===== src/rtl/irq_priority_encoder_if.sv =====
// Request/grant bundle between peripheral flag inputs and the interrupt encoder.
// The encoder side uses the slave modport; the request source uses master.
interface irq_priority_encoder_if #(
    parameter int unsigned N      = 8,
    parameter int unsigned CODE_W = $clog2(N)
);
    logic [N-1:0]      req;
    logic [N-1:0]      mask;
    logic              ack;
    logic [CODE_W-1:0] code;
    logic              valid;
    logic [N-1:0]      pending;
    logic              overrun;

    modport master (
        output req, mask, ack,
        input  code, valid, pending, overrun
    );

    modport slave (
        input  req, mask, ack,
        output code, valid, pending, overrun
    );
endinterface


===== src/rtl/irq_priority_encoder.sv =====
// Sticky edge-triggered request collector with priority encoding and a
// valid/ack handshake towards the control sequencer.
module irq_priority_encoder #(
    parameter int unsigned N         = 8,
    parameter int unsigned CODE_W    = $clog2(N),
    parameter bit          LSB_FIRST = 1'b1
) (
    input  logic                 clk,
    input  logic                 reset,
    irq_priority_encoder_if.slave bus
);

    localparam logic [0:0] ST_IDLE  = 1'b0;
    localparam logic [0:0] ST_GRANT = 1'b1;

    logic [0:0]        state_q, state_d;
    logic [N-1:0]      req_q;
    logic [N-1:0]      pending_q, pending_d;
    logic [CODE_W-1:0] code_q, code_d;
    logic              valid_q, valid_d;
    logic              overrun_q, overrun_d;

    logic [N-1:0]      rise;
    logic [N-1:0]      clr;
    logic [N-1:0]      elig;
    logic [CODE_W-1:0] prio_idx;

    // Edge detect and sticky pending; a new edge beats a same-cycle clear.
    always_comb begin
        rise = bus.req & ~req_q;
        clr  = '0;
        if (valid_q && bus.ack) begin
            clr = N'(1) << code_q;
        end
        pending_d = (pending_q & ~clr) | rise;
        overrun_d = overrun_q | (|(rise & pending_q & ~clr));
        elig      = pending_q & bus.mask;
    end

    // The last match written wins, so scan towards the highest-priority end.
    always_comb begin
        prio_idx = '0;
        if (LSB_FIRST) begin
            for (int i = N - 1; i >= 0; i--) begin
                if (elig[i]) prio_idx = CODE_W'(i);
            end
        end else begin
            for (int i = 0; i < N; i++) begin
                if (elig[i]) prio_idx = CODE_W'(i);
            end
        end
    end

    always_comb begin
        state_d = state_q;
        code_d  = code_q;
        valid_d = valid_q;
        case (state_q)
            ST_IDLE: begin
                valid_d = 1'b0;
                if (|elig) begin
                    code_d  = prio_idx;
                    valid_d = 1'b1;
                    state_d = ST_GRANT;
                end
            end
            ST_GRANT: begin
                // Presented code is frozen until the consumer accepts it.
                if (bus.ack) begin
                    valid_d = 1'b0;
                    state_d = ST_IDLE;
                end
            end
            default: begin
                valid_d = 1'b0;
                state_d = ST_IDLE;
            end
        endcase
    end

    always_ff @(posedge clk) begin
        if (reset) begin
            state_q   <= ST_IDLE;
            req_q     <= '0;
            pending_q <= '0;
            code_q    <= '0;
            valid_q   <= 1'b0;
            overrun_q <= 1'b0;
        end else begin
            state_q   <= state_d;
            req_q     <= bus.req;
            pending_q <= pending_d;
            code_q    <= code_d;
            valid_q   <= valid_d;
            overrun_q <= overrun_d;
        end
    end

    assign bus.code    = code_q;
    assign bus.valid   = valid_q;
    assign bus.pending = pending_q;
    assign bus.overrun = overrun_q;

endmodule


===== src/flat_wrapper.sv =====
// flat-port wrapper written by rule: the top's interface ports become plain ports
module irq_priority_encoder_flat 
#(
    parameter int unsigned N         = 8,
    parameter int unsigned CODE_W    = $clog2(N),
    parameter bit          LSB_FIRST = 1'b1
)
  (clk, reset, bus_req, bus_mask, bus_ack, bus_code, bus_valid, bus_pending, bus_overrun);
  irq_priority_encoder_if #(.N(N), .CODE_W(CODE_W)) bus_i ();
  input  logic clk;
  input  logic reset;
  input wire logic [$bits(bus_i.req)-1:0] bus_req;
  input wire logic [$bits(bus_i.mask)-1:0] bus_mask;
  input wire logic [$bits(bus_i.ack)-1:0] bus_ack;
  output wire logic [$bits(bus_i.code)-1:0] bus_code;
  output wire logic [$bits(bus_i.valid)-1:0] bus_valid;
  output wire logic [$bits(bus_i.pending)-1:0] bus_pending;
  output wire logic [$bits(bus_i.overrun)-1:0] bus_overrun;
  assign bus_i.req = bus_req;
  assign bus_i.mask = bus_mask;
  assign bus_i.ack = bus_ack;
  assign bus_code = bus_i.code;
  assign bus_valid = bus_i.valid;
  assign bus_pending = bus_i.pending;
  assign bus_overrun = bus_i.overrun;
  irq_priority_encoder #(.N(N), .CODE_W(CODE_W), .LSB_FIRST(LSB_FIRST)) u_core (.clk(clk), .reset(reset), .bus(bus_i));
endmodule

===== config.mk =====
export PLATFORM = sky130hd
export DESIGN_NAME = irq_priority_encoder_flat
export DESIGN_NICKNAME = d
export VERILOG_FILES = /design/src/rtl/irq_priority_encoder_if.sv /design/src/rtl/irq_priority_encoder.sv /design/src/flat_wrapper.sv
export SDC_FILE = /design/constraint.sdc
export NUM_CORES = 1
export LEC_CHECK = 0
export CAP_MARGIN = 20
export CORE_MARGIN = 3
export CORE_UTILIZATION = 46
export DETAILED_ROUTE_END_ITERATION = 7
export GPL_TIMING_DRIVEN = 0
export PLACE_DENSITY = 0.8
export SLEW_MARGIN = 30
export SYNTH_ARGS = -nofsm -noshare
export SYNTH_HDL_FRONTEND = slang
export SYNTH_SLANG_ARGS = --single-unit

===== constraint.sdc =====
create_clock -name clk -period 2.57 [get_ports clk]
set_input_delay 0.771 -clock clk [delete_from_list [all_inputs] [get_ports clk]]
set_output_delay 0.771 -clock clk [all_outputs]
set_load 0.02 [all_outputs]

---- Yosys cells after proc, flatten, opt, wreduce, memory -nomap -nowiden ----
Cells that the tools add are included.
word-level totals
  register bits ........................... 22
  output and inout bits ................... 13
  word-level logic and storage cells ...... 36
  input bits .............................. 19
operators by class
  equal/unequal tests ..................... 1
  shift operators ......................... 1
  reductions and logical operators ........ 4
  mux-type cells .......................... 14
  bitwise gates (word level) .............. 10
operators by type and width
  cell                   count
  $and A8 B8 Y8          5
  $mux W3                8
  $not A8 Y8             2
  $reduce_or A8 Y1       2
  $mux W8                1
  $or A8 B8 Y8           1
  $shl A1 B3 Y8 const A  1
  $pmux W1 S2            2
  $mux W1                3
  $ne A2 B2 Y1 const B   1
  $reduce_and A2 Y1      1
  $logic_and A1 B1 Y1    1
  $not A1 Y1             1
  $or A1 B1 Y1           1

---- Longest topological paths before layout ----
  word-level depth ........................ 9
  depth in mapped cells ................... 4
  mapped depth without buffers ............ 4

---- Worst setup path before layout ----
Ideal clock, no wire load.
  kind .................................... input to register
  from .................................... input bus_mask[2]
  to ...................................... register u_core.code_q[0] (netlist: u_core.bus.code[0])
  buffers on the path ..................... 0
  cell stages on the path ................. 4
  data arrival time ....................... 1.429 ns
  setup slack ............................. 1.054 ns
  cell sequence ........................... a22oi_1 a41o_1 nand3b_1 o31ai_1
between the ends
  word-level cells in the longest chain between the ends .. 4
  elaborated cells between the ends (all ways) .. 6
  classes of those cells .................. mux: 3; bitwise: 1; reduce/logical: 2
ends and longest elaborated chain
  what                    line                        text
  start: declaration      flat_wrapper.sv:13          input wire logic [$bits(bus_i.mask)-1:0] bus_mask;
  $and A8 B8 Y8 (*)       irq_priority_encoder.sv:37  elig = pending_q & bus.mask;
  $mux W3 (3 in a row)    irq_priority_encoder.sv:45  if (elig[i]) prio_idx = CODE_W'(i);
  end signal: assignment  irq_priority_encoder.sv:93  code_q <= code_d;
  end: declaration        irq_priority_encoder.sv:19  logic [CODE_W-1:0] code_q, code_d;
Every way passes the cells marked *; elsewhere a longest branch is shown, timed or not.
A chain may end at the register's enable or synchronous reset.

---- Worst setup path after layout ----
  from .................................... register u_core.code_q[2] (netlist: u_core.bus.code[2])
  to ...................................... output bus_code[2]
RTL lines
  what              line                text
  end: declaration  flat_wrapper.sv:15  output wire logic [$bits(bus_i.code)-1:0] bus_code;
No word-level cell between the ends.

==> flow_summary.toml <==
[yosys]
synth_area_um2 = 917
synth_warnings = 0
synth_flop_cell = "dfxtp_1"
synthArstFlopShare = 0
ys_types = 25
synth-edff-count = 0
syn_avg_cell_area_um2 = 9.36
syn_inst = 98
synth.top_cell.area_share = 0.480
yosys-top-cells-area = "dfxtp_1 48%, nand2b_1 7.5%, a21oi_1 7.1%, nor2b_1 6.1%, a22oi_1 3.3%"
ys_ff_latch = 22
post-synth-top-area-cell = "dfxtp_1"
ys_seq_area_frac = 0.480
syn_nets = 117

[final_layout]
post-route-util = 0.719
instances_no_fill = 158
layout_common_cells = "31 x clkdlybuf4s50_1, 22 x dfxtp_1, 13 x a21oi_1"
syn_to_final_growth_pct = 41.2
mostFrequentLayoutCell = "clkdlybuf4s50_1"
fin_area_mm2 = 0.00129
nets = 153
diodes = 0
drive_gt1_frac = 0.0526

[critical_path]
cp_cell_sequence = "clkdlybuf4s50_1"
cp_top_family = "buffers and inverters"
worstSetupEndpointType = "primary output"
crit_required_ns = 1.80
crit_slowest_cell = "clkdlybuf4s50_1"
worst-path-max-fanout = 7
max_stage_delay_ns = 0.66
rr_startpoint = "u_core.bus.valid$_SDFFE_PP0P_"
worst-path-buf-inv = 1
cp-start-kind = "flip-flop"
worstSetupPathType = "reg -> out"
crit_start = "u_core.bus.code[2]$_SDFFE_PP0P_"
arrival_ns = 1.47

[drt]
drc = 0
viasPerCell = 5.56
num_vias = 878
totalWireLength_um = 2210
firstDrtPassIters = 4
routedWlPerCell_um = 14.0
ant_nets = 0
first_iter_violations = 20

[clock_tree]
cts_hold_buf = 0
cts.sinks = 22
postCtsSetupBuffers = 0
clock_latency_ns = 0.31
htreeDepth = 1
cts_tree = "done"
cts.repair.resized = 0
cts_buffer_depth = 2
cts_buffers = 3
cts_root_buffer = "clkbuf_4"
path_clk_slew_ns = 0.13

[grt]
grt_use_total = 0.193
grt_pass1_wl_um = 3690
grt_pass1_vias = 869
antenna_found_initial = 0
grt_max_degree = 13
grt.overflow.total = 0

[floorplan]
initial_core_util = 0.509
dieWidth_um = 50.7
rows = 15
coreArea_mm2 = 0.00180
die_height_um = 50.7
dieArea_mm2 = 0.00257
io_pins = 32

[place]
hpwl_um = 1700
place_congestion = 0.814
post_dp_cell_area_mm2 = 0.00126
place_inst = 154
portBuffers = 31
post-place-ws_ns = 0.313

[timing]
slew_headroom = 0.667
setup_tns_ns = 0
drv_slew = 0
finalSetupViolCount = 0
rsz0062_at_grt = "no"
layout_setup_ws_ns = 0.331
final_hold_viol_count = 0
hold_slack_ns = 0.524
fin_crit_sh = 0.871
timing.fmax_mhz = 447
clock_skew_ns = 0.00588
finalWorstPathRequiredPeriod_ns = 2.24
tightest_slew_ns = 0.500

[job]
maxCapViolCount = 0

[worst_hold_path]
hp-start = "u_core.req_q[6]$_SDFF_PP0_"
hold_class = "reg -> reg"

[pwr]
ir_drop_uv = 411
power_density_mw_per_mm2 = 601
finalPower_uw = 779
p_leak_nw = 0.481

[outcome]
status = "finished clean"
[cell usage after synthesis, drive strengths merged, types with 2 or more instances]
library cell	count
a21oi	13
a22oi	4
a32o	2
clkbuf	2
dfxtp	22
inv	2
nand2	6
nand2b	11
nand3b	3
nor2	4
nor2b	9
o21ai	5
o22a	3
o31ai	3
[layer usage]
layer	wire, µm	global-route usage	part of all wire
met5	0	0	0
met4	31	0.0673	0.014
met3	144	0.0445	0.065
met2	1040	0.335	0.47
met1	993	0.232	0.45
[cell type report]
type / instances / area [µm²]
multi-input cells: 72 / 462
plain buffers: 2 / 7.51
repair buffers: 31 / 310
inverters: 2 / 7.51
flip-flops and latches: 22 / 440
well taps: 25 / 31.3
clock buffers: 4 / 36.3
fillers: 153 / 507
[worst paths after layout]
kind	slack, ns	end	cells past startpoint
worst max-delay path	0.33	bus_code[2]	1
worst min-delay path	0.52	u_core.bus.pending[6]$_SDFF_PP0_	2
worst max register to register	1.24	u_core.bus.overrun$_SDFF_PP0_	4
worst min register to register	0.52	u_core.bus.pending[6]$_SDFF_PP0_	2
[kinds of logic (layout without fill, tap and decap cells)]
logic type	Yosys count	after routing	share of synthesized area
and+or+nand+nor	36	36	0.233
DFF	22	22	0.480
buffers and inverters	4	39	0.0164
AOI/OAI and AO/OA	36	36	0.270
[sequential cells by signal (all words and copies together) (netlist names)]
| register | flops |
|---|---|
| u_core.bus.pending | 8 |
| u_core.req_q | 8 |
| u_core.bus.code | 3 |
| u_core.bus.overrun | 1 |
| u_core.bus.valid | 1 |
| u_core.state_q | 1 |
[power by group]
| group | internal (mW) | total [mW] | switching [mW] |
|---|---|---|---|
| clock | 0.0865 | 0.195 | 0.108 |
| combinational | 0.0988 | 0.184 | 0.0850 |
| sequential | 0.370 | 0.400 | 0.0303 |
Note: power is estimated with default switching activity, not from simulation.
